==> config.mk <==
export PLATFORM = sky130hd
export DESIGN_NAME = seg_display_scheduler
export DESIGN_NICKNAME = d
export VERILOG_FILES = /design/src/rtl/seg_sched_pkg.sv /design/src/rtl/seg_display_scheduler_debounce.sv /design/src/rtl/seg_display_scheduler.sv
export SDC_FILE = /design/constraint.sdc
export NUM_CORES = 1
export LEC_CHECK = 0
export CAP_MARGIN = 10
export CORE_MARGIN = 2
export CORE_UTILIZATION = 30
export DETAILED_ROUTE_END_ITERATION = 8
export RECOVER_POWER = 25
export SYNTH_ARGS = -nofsm -noshare
export SYNTH_HDL_FRONTEND = slang
export SYNTH_HIERARCHICAL = 1
export SYNTH_SLANG_ARGS = --single-unit
==> constraint.sdc <==
create_clock -name clk -period 6.8 [get_ports clk]
set_input_delay 1.36 -clock clk [delete_from_list [all_inputs] [get_ports clk]]
set_output_delay 1.36 -clock clk [all_outputs]
set_load 0.02 [all_outputs]
==> src/rtl/seg_sched_pkg.sv <==
// Shared types and the round-robin source search for the seven-segment
// display scheduler.
package seg_sched_pkg;

  localparam int NSRC   = 4;
  localparam int PAGE_W = 2;
  localparam int DATA_W = 16;

  typedef enum logic [1:0] {
    IDLE  = 2'd0,
    SHOW  = 2'd1,
    ALERT = 2'd2
  } state_t;

  typedef struct packed {
    logic              found;
    logic [PAGE_W-1:0] idx;
  } rr_t;

  // Searches start+1, start+2, start+3, start in that order; the start index
  // itself is the last candidate so a lone valid source selects itself.
  function automatic rr_t next_valid(input logic [NSRC-1:0] mask,
                                     input logic [PAGE_W-1:0] start);
    rr_t               r;
    logic [PAGE_W-1:0] cand;
    r.found = 1'b0;
    r.idx   = start;
    for (int k = 1; k <= NSRC; k++) begin
      cand = start + PAGE_W'(k);
      if (!r.found && mask[cand]) begin
        r.found = 1'b1;
        r.idx   = cand;
      end
    end
    return r;
  endfunction

endpackage

==> src/rtl/seg_display_scheduler_debounce.sv <==
// Push-button conditioner: 2-flop synchronizer, stability counter, and a
// single-cycle pulse for each accepted press.
module btn_debounce #(
  parameter int DEB_CYCLES = 1_000_000
) (
  input  logic clk,
  input  logic rst,
  input  logic btn_raw,
  output logic pulse
);

  localparam int             CW      = (DEB_CYCLES > 1) ? $clog2(DEB_CYCLES) : 1;
  localparam logic [CW-1:0]  CNT_MAX = CW'(DEB_CYCLES - 1);

  logic          sync1;
  logic          sync2;
  logic          level;
  logic          armed;
  logic [CW-1:0] cnt;

  // Until the first stable level is learned after reset, the level is adopted
  // silently, so a button held through reset never yields a press.
  always_ff @(posedge clk) begin
    if (rst) begin
      sync1 <= 1'b0;
      sync2 <= 1'b0;
      level <= 1'b0;
      armed <= 1'b0;
      cnt   <= '0;
      pulse <= 1'b0;
    end else begin
      sync1 <= btn_raw;
      sync2 <= sync1;
      pulse <= 1'b0;
      if (!armed) begin
        if (sync2 != level) begin
          level <= sync2;
          cnt   <= CW'(1);
        end else if (cnt == CNT_MAX) begin
          armed <= 1'b1;
          cnt   <= '0;
        end else begin
          cnt <= cnt + 1'b1;
        end
      end else if (sync2 != level) begin
        if (cnt == CNT_MAX) begin
          level <= sync2;
          cnt   <= '0;
          pulse <= sync2;
        end else begin
          cnt <= cnt + 1'b1;
        end
      end else begin
        cnt <= '0;
      end
    end
  end

endmodule

==> src/rtl/seg_display_scheduler.sv <==
// Time-shares one 4-digit display between four 16-bit sources with dwell
// rotation, a debounced "next" button and pre-empting alerts.
//   state | meaning
//   IDLE  | no source valid, display blanked to 0000
//   SHOW  | normal page display, dwell timer / button advance
//   ALERT | alert page held for ALERT_CYCLES, dwell timer frozen
module seg_display_scheduler
  import seg_sched_pkg::*;
#(
  parameter int DWELL_CYCLES = 50_000_000,
  parameter int DEB_CYCLES   = 1_000_000,
  parameter int ALERT_CYCLES = 100_000_000
) (
  input  logic                   clk,
  input  logic                   rst,
  input  logic [DATA_W*NSRC-1:0] src_data,
  input  logic [NSRC-1:0]        src_valid,
  input  logic [NSRC-1:0]        alert_req,
  input  logic                   btn_next,
  input  logic                   auto_en,
  output logic [DATA_W-1:0]      disp_data,
  output logic [PAGE_W-1:0]      page,
  output logic                   blank,
  output logic                   alert_active
);

  localparam int                  DWELL_W   = (DWELL_CYCLES > 1) ? $clog2(DWELL_CYCLES) : 1;
  localparam int                  ALERT_W   = (ALERT_CYCLES > 1) ? $clog2(ALERT_CYCLES) : 1;
  localparam logic [DWELL_W-1:0]  DWELL_MAX = DWELL_W'(DWELL_CYCLES - 1);
  localparam logic [ALERT_W-1:0]  ALERT_MAX = ALERT_W'(ALERT_CYCLES - 1);
  localparam logic [PAGE_W-1:0]   LAST_IDX  = PAGE_W'(NSRC - 1);

  state_t             state, state_nxt;
  logic [PAGE_W-1:0]  page_nxt;
  logic [PAGE_W-1:0]  saved_page, saved_nxt;
  logic [DWELL_W-1:0] dwell_cnt, dwell_nxt;
  logic [ALERT_W-1:0] alert_cnt, alert_nxt;
  logic               next_pulse;
  rr_t                rr_cur, rr_saved, rr_low, rr_alert;

  btn_debounce #(.DEB_CYCLES(DEB_CYCLES)) u_debounce (
    .clk    (clk),
    .rst    (rst),
    .btn_raw(btn_next),
    .pulse  (next_pulse)
  );

  always_comb begin
    rr_cur    = next_valid(src_valid, page);
    rr_saved  = next_valid(src_valid, saved_page);
    rr_low    = next_valid(src_valid, LAST_IDX);
    rr_alert  = next_valid(alert_req, LAST_IDX);
    state_nxt = state;
    page_nxt  = page;
    saved_nxt = saved_page;
    dwell_nxt = dwell_cnt;
    alert_nxt = alert_cnt;

    // An alert request outranks every other event, including an alert exit.
    if (|alert_req) begin
      state_nxt = ALERT;
      page_nxt  = rr_alert.idx;
      alert_nxt = '0;
      if (state != ALERT) saved_nxt = page;
    end else begin
      unique case (state)
        IDLE: begin
          if (rr_low.found) begin
            state_nxt = SHOW;
            page_nxt  = rr_low.idx;
            dwell_nxt = '0;
          end
        end
        SHOW: begin
          if (!src_valid[page]) begin
            dwell_nxt = '0;
            if (rr_cur.found) page_nxt  = rr_cur.idx;
            else              state_nxt = IDLE;
          end else if (next_pulse || (auto_en && dwell_cnt == DWELL_MAX)) begin
            page_nxt  = rr_cur.idx;
            dwell_nxt = '0;
          end else if (auto_en) begin
            dwell_nxt = dwell_cnt + 1'b1;
          end
        end
        ALERT: begin
          if (next_pulse || alert_cnt == ALERT_MAX) begin
            if (src_valid[saved_page]) begin
              state_nxt = SHOW;
              page_nxt  = saved_page;
            end else if (rr_saved.found) begin
              state_nxt = SHOW;
              page_nxt  = rr_saved.idx;
              dwell_nxt = '0;
            end else begin
              state_nxt = IDLE;
              dwell_nxt = '0;
            end
          end else begin
            alert_nxt = alert_cnt + 1'b1;
          end
        end
        default: state_nxt = IDLE;
      endcase
    end
  end

  always_ff @(posedge clk) begin
    if (rst) begin
      state        <= IDLE;
      page         <= '0;
      saved_page   <= '0;
      dwell_cnt    <= '0;
      alert_cnt    <= '0;
      disp_data    <= '0;
      blank        <= 1'b1;
      alert_active <= 1'b0;
    end else begin
      state        <= state_nxt;
      page         <= page_nxt;
      saved_page   <= saved_nxt;
      dwell_cnt    <= dwell_nxt;
      alert_cnt    <= alert_nxt;
      blank        <= (state_nxt == IDLE);
      alert_active <= (state_nxt == ALERT);
      disp_data    <= (state_nxt == IDLE) ? '0 : src_data[DATA_W*page +: DATA_W];
    end
  end

endmodule
==> summary by stage <==
Status
The flow ran to the end, and the final reports show no timing, DRC or antenna violations.

Logic synthesis
The synthesized netlist cell count is 620. After synthesis, the mean cell area works out to 8.85 um^2. After synthesis the netlist holds a flip-flop and latch count of 102. Sorting the synthesized cells by area gives the leading types as sky130_fd_sc_hd__dfxtp_1 (37%), sky130_fd_sc_hd__mux4_2 (7.4%), sky130_fd_sc_hd__xnor2_1 (5.3%).

The share of Yosys cell area claimed by the top area cell type is 0.372. Yosys mapped the design onto 66 distinct sky130hd cell types. The library cell occupying the most area in the post-synthesis netlist is sky130_fd_sc_hd__dfxtp_1. For this run, the number of Yosys warnings is 6. The synthesized design contains 0 enable-type register cells. In the synthesized netlist the async set-or-reset flop fraction comes to 0.

For this run, the register share of the synthesized area comes to 0.372. The number of nets produced by synthesis is 703. The predominant post-synthesis flop cell is sky130_fd_sc_hd__dfxtp_1.

Summing every instance area after synthesis gives ~0.0055 mm^2.

Final layout
The fraction of final layout cells with drive strength greater than 1 is 0.0619. The layout has between 1500 and 2000 filler cells. The number of nets in the layout is roughly 780. The final non-filler cell area is 0.00686 mm^2. In the layout the commonest cells are sky130_fd_sc_hd__dfxtp_1 (102), sky130_fd_sc_hd__clkdlybuf4s50_1 (75), sky130_fd_sc_hd__nor2_1 (68), sky130_fd_sc_hd__nand2_1 (37), sky130_fd_sc_hd__a21oi_1 (36). The area overhead of the layout relative to synthesis is 25.0%. Measured on the finished design, the core utilization comes to 0.382. The antenna diode count is 0. The commonest non-fill, non-tap cell in the layout is sky130_fd_sc_hd__dfxtp_1.

Global route
The via count of the first global-routing pass is 4339. The wire length of the first global-routing pass is between 20000 and 25000 um. The maximum number of pins on one net before global-route repair is 29. The met3 track utilization from global routing is 0.0330. The remaining global-route overflow is 0. In this run the most used layer during global routing was met2. In the global route stage, overall resource usage came out at 0.134.

The initial antenna violation count is 0. For this run, global-route usage on met1 was measured as 0.184. The met2 layer usage reported by global route is 0.210.

Flow run
The number of maximum-capacitance violations is 0.

Critical path
Counting stages on the worst path, the most repeated cell is sky130_fd_sc_hd__or4_1. The number of buffers and inverters on the critical path is 1. The delay of the slowest cell on the worst path is 720 ps. The worst setup path is launched from an input port. The worst setup path category is in -> reg. The largest fanout of any net on the critical path is 15. The endpoint kind of the worst setup timing path is a flop. The slowest cell on the critical path is sky130_fd_sc_hd__or4_1. Walking the worst path, the cells encountered are dlygate4sd3_1 -> or4_1 -> a211oi_4 -> o211a_4 -> nand4b_4 -> or4_1 -> a21oi_1. Grouping stages by cell kind, the critical path spends the most delay in simple AND/OR/NAND/NOR gates. The worst path required time is 7060 ps. The arrival time at the worst endpoint is 4170 ps.

Clock network
The post-CTS setup repair buffer count is 0. The H-tree generated during clock tree synthesis spans 3 levels. The tree built by TritonCTS fans out to 102 sinks. The clock-pin slew of the registers on the worst-case setup and hold paths is 60 ps. The post-cts resize count is 0. At the later pin of the worst-skew pair, clock insertion delay measures about 350 ps.

The clock passes through at most 2 buffers. The tree is rooted in a sky130_fd_sc_hd__clkbuf_16. The TritonCTS clock tree is built. Buffers inserted to repair hold after CTS numbered 0. The number of buffers added by the clock tree synthesis step is 9.

Pwr
In this run the static leakage power is 0.00220 uW. The largest vdd supply drop is 0.0940 mV. The power per standard cell area is 187 mW/mm^2.

Timing
The number of pins exceeding their max-slew limit in the final report is 0. The final setup violation count is 0. Setup repair after global routing left no endpoint under its margin. Summed over all failing endpoints, the final setup total negative slack is 0 ps. Based on the critical path, the design can be clocked at up to 256 MHz. On the final layout, the worst clock skew is 9.38 ps. For the pin with the worst max-slew slack, the measured transition is 1060 ps. In this run the tightest slew margin relative to its limit is 0.289.

The clock period minus worst slack is 3900 ps. The portion of the clock cycle consumed by the worst path in the final layout is 0.574. The final hold violation count was 0.

Placement
The post-place instance area is roughly 0.0066 mm^2. The count of input and output buffers is 95. The final weighted congestion of routability-driven global placement is 0.817. The HPWL after detailed placement is 9140 um.

Routing
The first detailed-routing pass took 4 iterations. The per-cell routed wire length is 13.7 um. The number of DRC violations after detailed-routing iteration 0 is 222.

The post-detailed-route count of antenna-violating nets is 0. Across all layers, the routed design uses 4700 vias. In the routed layout, each cell is associated on average with a via count of 5.09. Summed over all layers, the routed wires come to ~13000 um. The DRC violation count after routing is 0.

Die
In this run the horizontal extent of the chip is 139 um. The die covers a little under 0.02 mm^2. In this run the count of I/O pins placed on the die edge is 96. The area inside the core boundary is about 0.018 mm^2. For this configuration, the core starts out at a cell density of 0.305. The floorplan has 49 rows.

The floorplan step set the die height to about 140 um.

Min path
The path class of the lowest-slack min-delay path is reg -> reg.
[Yosys cell counts, types with 4 or more instances]
cell                       instances
sky130_fd_sc_hd__buf_2             5
sky130_fd_sc_hd__a21boi_0         18
sky130_fd_sc_hd__and3_1            7
sky130_fd_sc_hd__nor3_1           19
sky130_fd_sc_hd__ha_1              7
sky130_fd_sc_hd__xor2_1           16
sky130_fd_sc_hd__nor4_1           19
sky130_fd_sc_hd__xnor2_1          33
sky130_fd_sc_hd__dfxtp_1         102
sky130_fd_sc_hd__buf_1             6
sky130_fd_sc_hd__mux4_2           18
sky130_fd_sc_hd__nand2b_1          8
sky130_fd_sc_hd__mux2i_1           6
sky130_fd_sc_hd__nand3_1          24
sky130_fd_sc_hd__o21ai_1           4
sky130_fd_sc_hd__or4_1             8
sky130_fd_sc_hd__clkbuf_1         21
sky130_fd_sc_hd__or3_1            14
sky130_fd_sc_hd__and4_1           10
sky130_fd_sc_hd__a31oi_1           4
sky130_fd_sc_hd__nand4_1          16
sky130_fd_sc_hd__inv_1            19
sky130_fd_sc_hd__a21oi_1          36
sky130_fd_sc_hd__nor4bb_1          4
sky130_fd_sc_hd__nor2_1           68
sky130_fd_sc_hd__nand2_1          37
sky130_fd_sc_hd__o21ai_0          24
sky130_fd_sc_hd__o31ai_1           6
sky130_fd_sc_hd__nor2b_1           8
sky130_fd_sc_hd__and2_1            4
[worst paths after layout]
| check | start | end | slack (ps) | cells past startpoint |
|---|---|---|---|---|
| max | alert_req[1] | dwell_cnt[23] | 2900 | 7 |
| min | u_debounce/sync1 | u_debounce/sync2 | 440 | 1 |
| max reg2reg | alert_cnt[0] | dwell_cnt[23] | 4010 | 7 |
| min reg2reg | u_debounce/sync1 | u_debounce/sync2 | 440 | 1 |
[flip-flops by register name, indices dropped and copies added, names as in the netlist]
| name | count |
|---|---|
| u_debounce/sync1 | 1 |
| state | 2 |
| alert_cnt | 27 |
| u_debounce/pulse | 1 |
| u_debounce/armed | 1 |
| saved_page | 2 |
| u_debounce/level | 1 |
| page | 2 |
| disp_data | 16 |
| u_debounce/cnt | 20 |
| dwell_cnt | 26 |
| alert_active | 1 |
| u_debounce/sync2 | 1 |
| blank | 1 |
[through the flow]
stage | instances | total power [uW] | worst slack, ps | hold WS [ps]
floorplan | 620 | 716 | 3480 | 414
global placement | 911 | 794 | 2650 | 422
detailed placement | 911 | 795 | 2650 | 431
CTS | 924 | 1310 | 3020 | 448
global route | 924 | 1340 | 2770 | 471
finish | 924 | 1290 | 2900 | 441
[per-layer routing]
layer / share of wire / vias up
li1: - / 2407
met1: 0.48 / 2184
met2: 0.46 / 92
met3: 0.041 / 17
met4: 0.014 / 0
met5: 0 / -
[final cells by class]
cell class                 instances  area [um^2]  share of cell area
multi-input combinational        463         3200               0.467
sequential                       102         2040               0.298
timing repair buffer              98          970               0.141
tap                              229          287              0.0418
clock buffer                      10          239              0.0348
inverter                          19         71.3              0.0104
clock inverter                     3         47.5             0.00693
[kinds of logic after synthesis]
| family | after synthesis | synth area share |
|---|---|---|
| DFF | 102 | 0.372 |
| adders and majority gates | 7 | 0.0160 |
| xor gates and xnor gates | 49 | 0.0782 |
| buffers and inverters | 55 | 0.0436 |
| muxes | 24 | 0.0848 |
| AOI/OAI and AO/OA | 120 | 0.144 |
| and+or+nand+nor | 263 | 0.261 |
[report_power, final]
part           internal [uW]  switching (uW)  leakage [uW]  total [uW]
logic                   86.8            69.8       0.00123         157
clock network            291             219      0.000140         510
registers                611            7.91      0.000828         619
total                    988             297       0.00220        1290
Note: power is estimated with default switching activity, not from simulation.
